File: src/rtl/rand_share_ctrl_pkg.sv
// Shared constants and types for the masked-DES random word scheduler.
package rand_share_ctrl_pkg;

    localparam int LFSR_W = 32;

    // Feedback taps, numbered with bit 1 as the MSB.
    localparam int TAP_0 = 32;
    localparam int TAP_1 = 22;
    localparam int TAP_2 = 2;
    localparam int TAP_3 = 1;

    localparam logic [1:LFSR_W] ZERO_SEED_SUB = 32'h0000_0001;

    typedef enum logic {
        WARM,
        SERVE
    } rng_state_e;

    // An all-zero LFSR would lock up, so a zero seed is replaced.
    function automatic logic [1:LFSR_W] seed_fix(input logic [1:LFSR_W] s);
        return (s == '0) ? ZERO_SEED_SUB : s;
    endfunction

endpackage

File: src/rtl/rand_share_ctrl_rr_pick.sv
// Combinational round-robin picker: first requester at or after ptr_i, wrapping.
module rr_pick #(
    parameter int N_REQ = 4,
    parameter int PW    = $clog2(N_REQ)
) (
    input  logic [N_REQ-1:0] req_i,
    input  logic [PW-1:0]    ptr_i,
    output logic [PW-1:0]    winner_o,
    output logic             any_o
);

    logic [PW-1:0] idx;

    // Scan from the lowest priority down so the last hit is the highest priority.
    always_comb begin
        winner_o = '0;
        any_o    = 1'b0;
        idx      = '0;
        for (int i = N_REQ - 1; i >= 0; i--) begin
            idx = PW'((int'(ptr_i) + i) % N_REQ);
            if (req_i[idx]) begin
                winner_o = idx;
                any_o    = 1'b1;
            end
        end
    end

endmodule

File: src/rtl/rand_share_ctrl.sv
// Shares one 32-bit Fibonacci LFSR among N_REQ requesters, one unique word per grant.
// Grant one cycle after a winning request; reseed/reset re-enters a WARMUP-step warm-up.
module rand_share_ctrl
    import rand_share_ctrl_pkg::*;
#(
    parameter int N_REQ  = 4,
    parameter int WARMUP = 32
) (
    input  logic             clk,
    input  logic             rst,
    input  logic [1:LFSR_W]  seed_in,
    input  logic             seed_load,
    input  logic [N_REQ-1:0] req,
    output logic [N_REQ-1:0] gnt,
    output logic [1:LFSR_W]  rnd_out,
    output logic             rnd_valid,
    output logic             rng_ready
);

    localparam int PW = $clog2(N_REQ);
    localparam int CW = (WARMUP > 0) ? $clog2(WARMUP + 1) : 1;
    localparam logic [CW-1:0] WARM_LAST = CW'((WARMUP > 0) ? WARMUP - 1 : 0);
    localparam logic [PW-1:0] LAST_IDX  = PW'(N_REQ - 1);
    localparam logic [N_REQ-1:0] ONE    = {{(N_REQ-1){1'b0}}, 1'b1};

    rng_state_e      state_q, state_d;
    logic [1:LFSR_W] lfsr_q, lfsr_d;
    logic [CW-1:0]   cnt_q, cnt_d;
    logic [PW-1:0]   ptr_q, ptr_d;
    logic [N_REQ-1:0] gnt_q, gnt_d;
    logic [1:LFSR_W] rnd_q, rnd_d;

    logic            fb;
    logic [1:LFSR_W] lfsr_step;
    logic [PW-1:0]   winner;
    logic            any_req;

    assign fb        = lfsr_q[TAP_0] ^ lfsr_q[TAP_1] ^ lfsr_q[TAP_2] ^ lfsr_q[TAP_3];
    assign lfsr_step = {fb, lfsr_q[1:LFSR_W-1]};

    rr_pick #(
        .N_REQ (N_REQ),
        .PW    (PW)
    ) u_pick (
        .req_i    (req),
        .ptr_i    (ptr_q),
        .winner_o (winner),
        .any_o    (any_req)
    );

    always_comb begin
        state_d = state_q;
        lfsr_d  = lfsr_q;
        cnt_d   = cnt_q;
        ptr_d   = ptr_q;
        gnt_d   = '0;
        rnd_d   = rnd_q;
        if (seed_load) begin
            state_d = WARM;
            lfsr_d  = seed_fix(seed_in);
            cnt_d   = '0;
            ptr_d   = '0;
        end else begin
            case (state_q)
                WARM: begin
                    if (WARMUP == 0) begin
                        state_d = SERVE;
                    end else begin
                        lfsr_d = lfsr_step;
                        cnt_d  = cnt_q + 1'b1;
                        if (cnt_q == WARM_LAST) begin
                            state_d = SERVE;
                        end
                    end
                end
                SERVE: begin
                    // Free-running so issued words do not track the access pattern.
                    lfsr_d = lfsr_step;
                    if (any_req) begin
                        gnt_d = ONE << winner;
                        rnd_d = lfsr_q;
                        ptr_d = (winner == LAST_IDX) ? '0 : winner + 1'b1;
                    end
                end
            endcase
        end
    end

    always_ff @(posedge clk) begin
        if (!rst) begin
            state_q <= WARM;
            lfsr_q  <= seed_fix(seed_in);
            cnt_q   <= '0;
            ptr_q   <= '0;
            gnt_q   <= '0;
            rnd_q   <= '0;
        end else begin
            state_q <= state_d;
            lfsr_q  <= lfsr_d;
            cnt_q   <= cnt_d;
            ptr_q   <= ptr_d;
            gnt_q   <= gnt_d;
            rnd_q   <= rnd_d;
        end
    end

    assign gnt       = gnt_q;
    assign rnd_out   = rnd_q;
    assign rnd_valid = |gnt_q;
    assign rng_ready = (state_q == SERVE);

endmodule

File: config.mk
export PLATFORM = sky130hd
export DESIGN_NAME = rand_share_ctrl
export DESIGN_NICKNAME = d
export VERILOG_FILES = /design/src/rtl/rand_share_ctrl_pkg.sv /design/src/rtl/rand_share_ctrl_rr_pick.sv /design/src/rtl/rand_share_ctrl.sv
export SDC_FILE = /design/constraint.sdc
export NUM_CORES = 1
export LEC_CHECK = 0
export CORE_MARGIN = 4
export CORE_UTILIZATION = 45
export CTS_CLUSTER_DIAMETER = 30
export DETAILED_ROUTE_END_ITERATION = 10
export GPL_ROUTABILITY_DRIVEN = 0
export PLACE_DENSITY = 0.75
export SYNTH_ARGS = -nofsm -noshare
export SYNTH_HDL_FRONTEND = slang
export SYNTH_SLANG_ARGS = --single-unit
File: constraint.sdc
create_clock -name clk -period 2.3 [get_ports clk]
set_input_delay 0.46 -clock clk [delete_from_list [all_inputs] [get_ports clk]]
set_output_delay 0.46 -clock clk [all_outputs]
set_load 0.01 [all_outputs]
==> results <==
- The run finished with clean final reports.
- The startpoint identified for the worst register-to-register timing path is rng_ready$_SDFF_PP0_.
- The number of max-slew violations in the final report is 0.
- Synthesis produced a netlist with a net count of 327.
- The non-filler instance count after layout is 444.
- In the routed design, unresolved DRC markers number 0.
- The number of placement rows is 28.
- The number of warnings reported in the yosys synthesis log is 0.
- Entering global routing, the biggest net connects 44 pins.
- The count of nets left with antenna violations once routing finished came out at 0.
- The class of the tightest hold or removal check is register to register.
- The cell depth of the worst flop-to-flop path is 6.
- In this run, placement finished with an instance count of 428.
- The number of detailed-routing iterations run before antenna repair is 4.
- The die extent in x is 88.3 µm.
- The source of the worst hold timing path is lfsr_q[26]$_DFF_P_.
- The synthesized instance count is 287.
- After detailed routing, the number of vias per cell comes to 4.92.
- The overall fraction of global-route tracks in use is 16.5%.
- The H-tree depth is 3.
- The register area share after synthesis is 53.2%.
- The number of sinks driven by the clock tree is 77.
- The area growth from synthesis to layout is 35.6%.
- The first global-routing pass estimated 9940 µm of wire.
- The highest clock rate is 478 MHz.
- Counting flops with a built-in enable in the synthesized netlist gives 0.
- The overall routed net length is 6080 µm.
- The post-CTS setup repair buffer count is 0.
- In this run, post-CTS hold repair placed 0 buffers.
- The met2 usage in global routing is 27.6%.
- Across all layers, the routed design uses 2185 vias.
- For the worst setup path, the data required time is 1840 ps.
- Setup repair after global routing left no endpoint under its margin.
- The leading cell type in the layout, fill and taps excluded is sky130_fd_sc_hd__dfxtp_1.
- Net switching is 21.6% of the power.
- The synthesized flop and latch total is 77.
- The via count of the first global-routing pass was 2191.
- In this run the deepest clock path goes through 2 buffers.
- The clock period minus worst slack is 2090 ps.
- Setup slack closes at 206 ps.
- The count of instances resized after the clock tree is built is 0.
- In this run the worst setup path begins at gnt[1]$_SDFF_PP0_.
- The most common flop cell mapped by yosys is sky130_fd_sc_hd__dfxtp_1.
- Setup violations remaining at the end of the flow were counted as 0.
- Clock-pin slew was measured on the worst setup and hold paths at 70 ps.
- The internal power of the cells totals 0.00204 W.
- The peak-usage layer in the global routing report is met2.
- The setup total negative slack is 0 ps.
- The launching element type of the critical path is a register.
- For this design the ratio of total power to cell area is 662 nW/µm².
- The fraction of registers with async set or reset after synthesis is 0%.
- The analysis attributes to net switching a power of 0.000561 W.
- In this run the tightest slew margin relative to its limit is 78.4%.
- The type of the worst setup path is register to output pin.
- Input and output buffers added on the ports amount to 76.
- In the global route stage, met3 resource usage came out at 6.15%.
- TritonCTS built the clock tree.
- Clock tree synthesis inserted a total of 9 buffers.
- The period utilization is 91.0%.
- In the global route stage, met1 resource usage came out at 20.0%.
- The count of unique library cells instantiated by Yosys is 36.
- The clock insertion delay at the later pin of the skew report is 340 ps.
- The data arrival time of the critical path is 1630 ps.
- The repair_antennas step left the layout with diodes totalling 0.
- The worst hold path passes through 2 cells.
- The clock network fraction of total power is 37.8%.
- After legalization and detailed placement, the total HPWL measured 4400 µm.
- The minimum hold slack is 452 ps.
- The core region is 6100 µm².
- For this design the static power due to leakage is 1.41 nW.
- The root buffer cell chosen for the clock tree is sky130_fd_sc_hd__clkbuf_8.
- The number of primary I/O pins is 77.
- Combinational logic is responsible for 7.9% of the overall power.
- The die outline area is 7790 µm².
- The average cell area after synthesis is 10.1 µm².
- The net count reported at finish is 404.
- For the final database, setup skew stands at 6.28 ps.
- The die is 88.3 µm tall.
- The max-capacitance violation count is 0.
- VDD sags by at most 0.000521 V.
- The share of final-layout standard cells stronger than drive strength 1 is 15.2%.
- The wire length per cell is 13.7 µm.
- Of all nets on the critical path, the largest fanout is 2.
- The detailed router finished its first iteration with 69 violations.
- Before CTS, the worst setup slack after placement is 190 ps.
- The hold violation count in the final report is 0.
- The initial antenna violation count is 0.
- In the layout the commonest cells are sky130_fd_sc_hd__dfxtp_1 (77), sky130_fd_sc_hd__clkdlybuf4s50_1 (76), sky130_fd_sc_hd__nand2_1 (67).
- The proportion of power drawn by flip-flops and latches is 54.3%.
- The transition time at the pin with the least slew margin is 320 ps.
- The remaining global-route overflow is 0.
- The initial utilization of the core area, before any placement, comes to 47.6%.
- The total standard cell area after synthesis is 2900 µm².
- The nature of the critical path endpoint is an output pin.
-- metrics by stage --
| step | utilization [%] | power, W | instance area (µm²) |
|---|---|---|---|
| 6_report | 64.5 | 0.00260 | 3930 |
| 4_1_cts | 64.5 | 0.00263 | 3930 |
| 2_1_floorplan | - | 0.00155 | 2900 |
| 5_1_grt | 64.5 | 0.00271 | 3930 |
| 3_5_place_dp | 61.4 | 0.00165 | 3740 |
| 3_3_place_gp | 61.4 | 0.00165 | 3740 |
-- power groups by stage --
stage | logic [W] | registers, W | clock network, W
after floorplan | 0.000110 | 0.00144 | 0
after global placement | 0.000201 | 0.00145 | 0
after detailed placement | 0.000206 | 0.00145 | 0
after CTS | 0.000207 | 0.00141 | 0.00101
after global routing | 0.000221 | 0.00142 | 0.00107
final | 0.000206 | 0.00141 | 0.000983
-- flip-flops by register name, summed over array words and instances (netlist names) --
signal     cells
rng_ready      1
rnd_out       32
cnt_q          6
lfsr_q        32
ptr_q          2
gnt            4
-- final cells by class --
class                      count  area [µm²]
multi-input combinational    192        1260
clock inverter                 5        50.0
tap                           75        93.8
inverter                       3        11.3
clock buffer                  11         141
fill                         555        2160
sequential                    77        1540
timing repair buffer          81         836
-- kinds of logic (layout without fill, tap and decap cells) --
| family | after synthesis | after routing | synth area share [%] |
|---|---|---|---|
| mux | 31 | 31 | 12.0 |
| xor+xnor | 8 | 8 | 2.42 |
| compound gates | 46 | 46 | 12.4 |
| buf+inv | 18 | 100 | 3.50 |
| flops | 77 | 77 | 53.2 |
| fa+ha+maj | 1 | 1 | 0.432 |
| simple gates | 106 | 106 | 16.1 |
-- metal layers --
layer,vias to the layer above,routed length [µm]
li1,1126,-
met1,999,2800
met2,53,2840
met3,7,354
met4,0,80
met5,-,0
-- worst max-delay path, stage by stage, from the launching register on --
cell and delay [ps]:
sky130_fd_sc_hd__dfxtp_1 310, sky130_fd_sc_hd__or4_1 500, sky130_fd_sc_hd__clkdlybuf4s50_1 490
-- cell usage after synthesis, types with 2 or more instances --
| cell type | count | area share, % |
|---|---|---|
| sky130_fd_sc_hd__nand3_1 | 2 | 0.35 |
| sky130_fd_sc_hd__xor2_1 | 3 | 0.91 |
| sky130_fd_sc_hd__a21oi_1 | 5 | 0.86 |
| sky130_fd_sc_hd__dfxtp_1 | 77 | 53 |
| sky130_fd_sc_hd__nand4_1 | 3 | 0.65 |
| sky130_fd_sc_hd__o21ai_0 | 2 | 0.35 |
| sky130_fd_sc_hd__nor3b_1 | 2 | 0.52 |
| sky130_fd_sc_hd__xnor2_1 | 5 | 1.5 |
| sky130_fd_sc_hd__nand2b_1 | 4 | 0.86 |
| sky130_fd_sc_hd__nor4_1 | 8 | 1.7 |
| sky130_fd_sc_hd__a21boi_1 | 30 | 7.8 |
| sky130_fd_sc_hd__inv_1 | 3 | 0.39 |
| sky130_fd_sc_hd__nor2_1 | 12 | 1.6 |
| sky130_fd_sc_hd__nand2_1 | 67 | 8.7 |
| sky130_fd_sc_hd__clkbuf_1 | 5 | 0.65 |
| sky130_fd_sc_hd__nor2b_1 | 2 | 0.43 |
| sky130_fd_sc_hd__a21boi_0 | 2 | 0.52 |
| sky130_fd_sc_hd__buf_2 | 6 | 1.0 |
| sky130_fd_sc_hd__buf_6 | 3 | 1.2 |
| sky130_fd_sc_hd__mux2_2 | 30 | 12 |
-- worst paths after layout --
check | endpoint | slack (ps)
setup / recovery | rnd_valid | 210
hold / removal | rnd_out[26]$_SDFFE_PN0P_ | 450
setup reg to reg | rnd_out[28]$_SDFFE_PN0P_ | 780
hold reg to reg | rnd_out[26]$_SDFFE_PN0P_ | 450
Note: power is estimated with default switching activity, not from simulation.
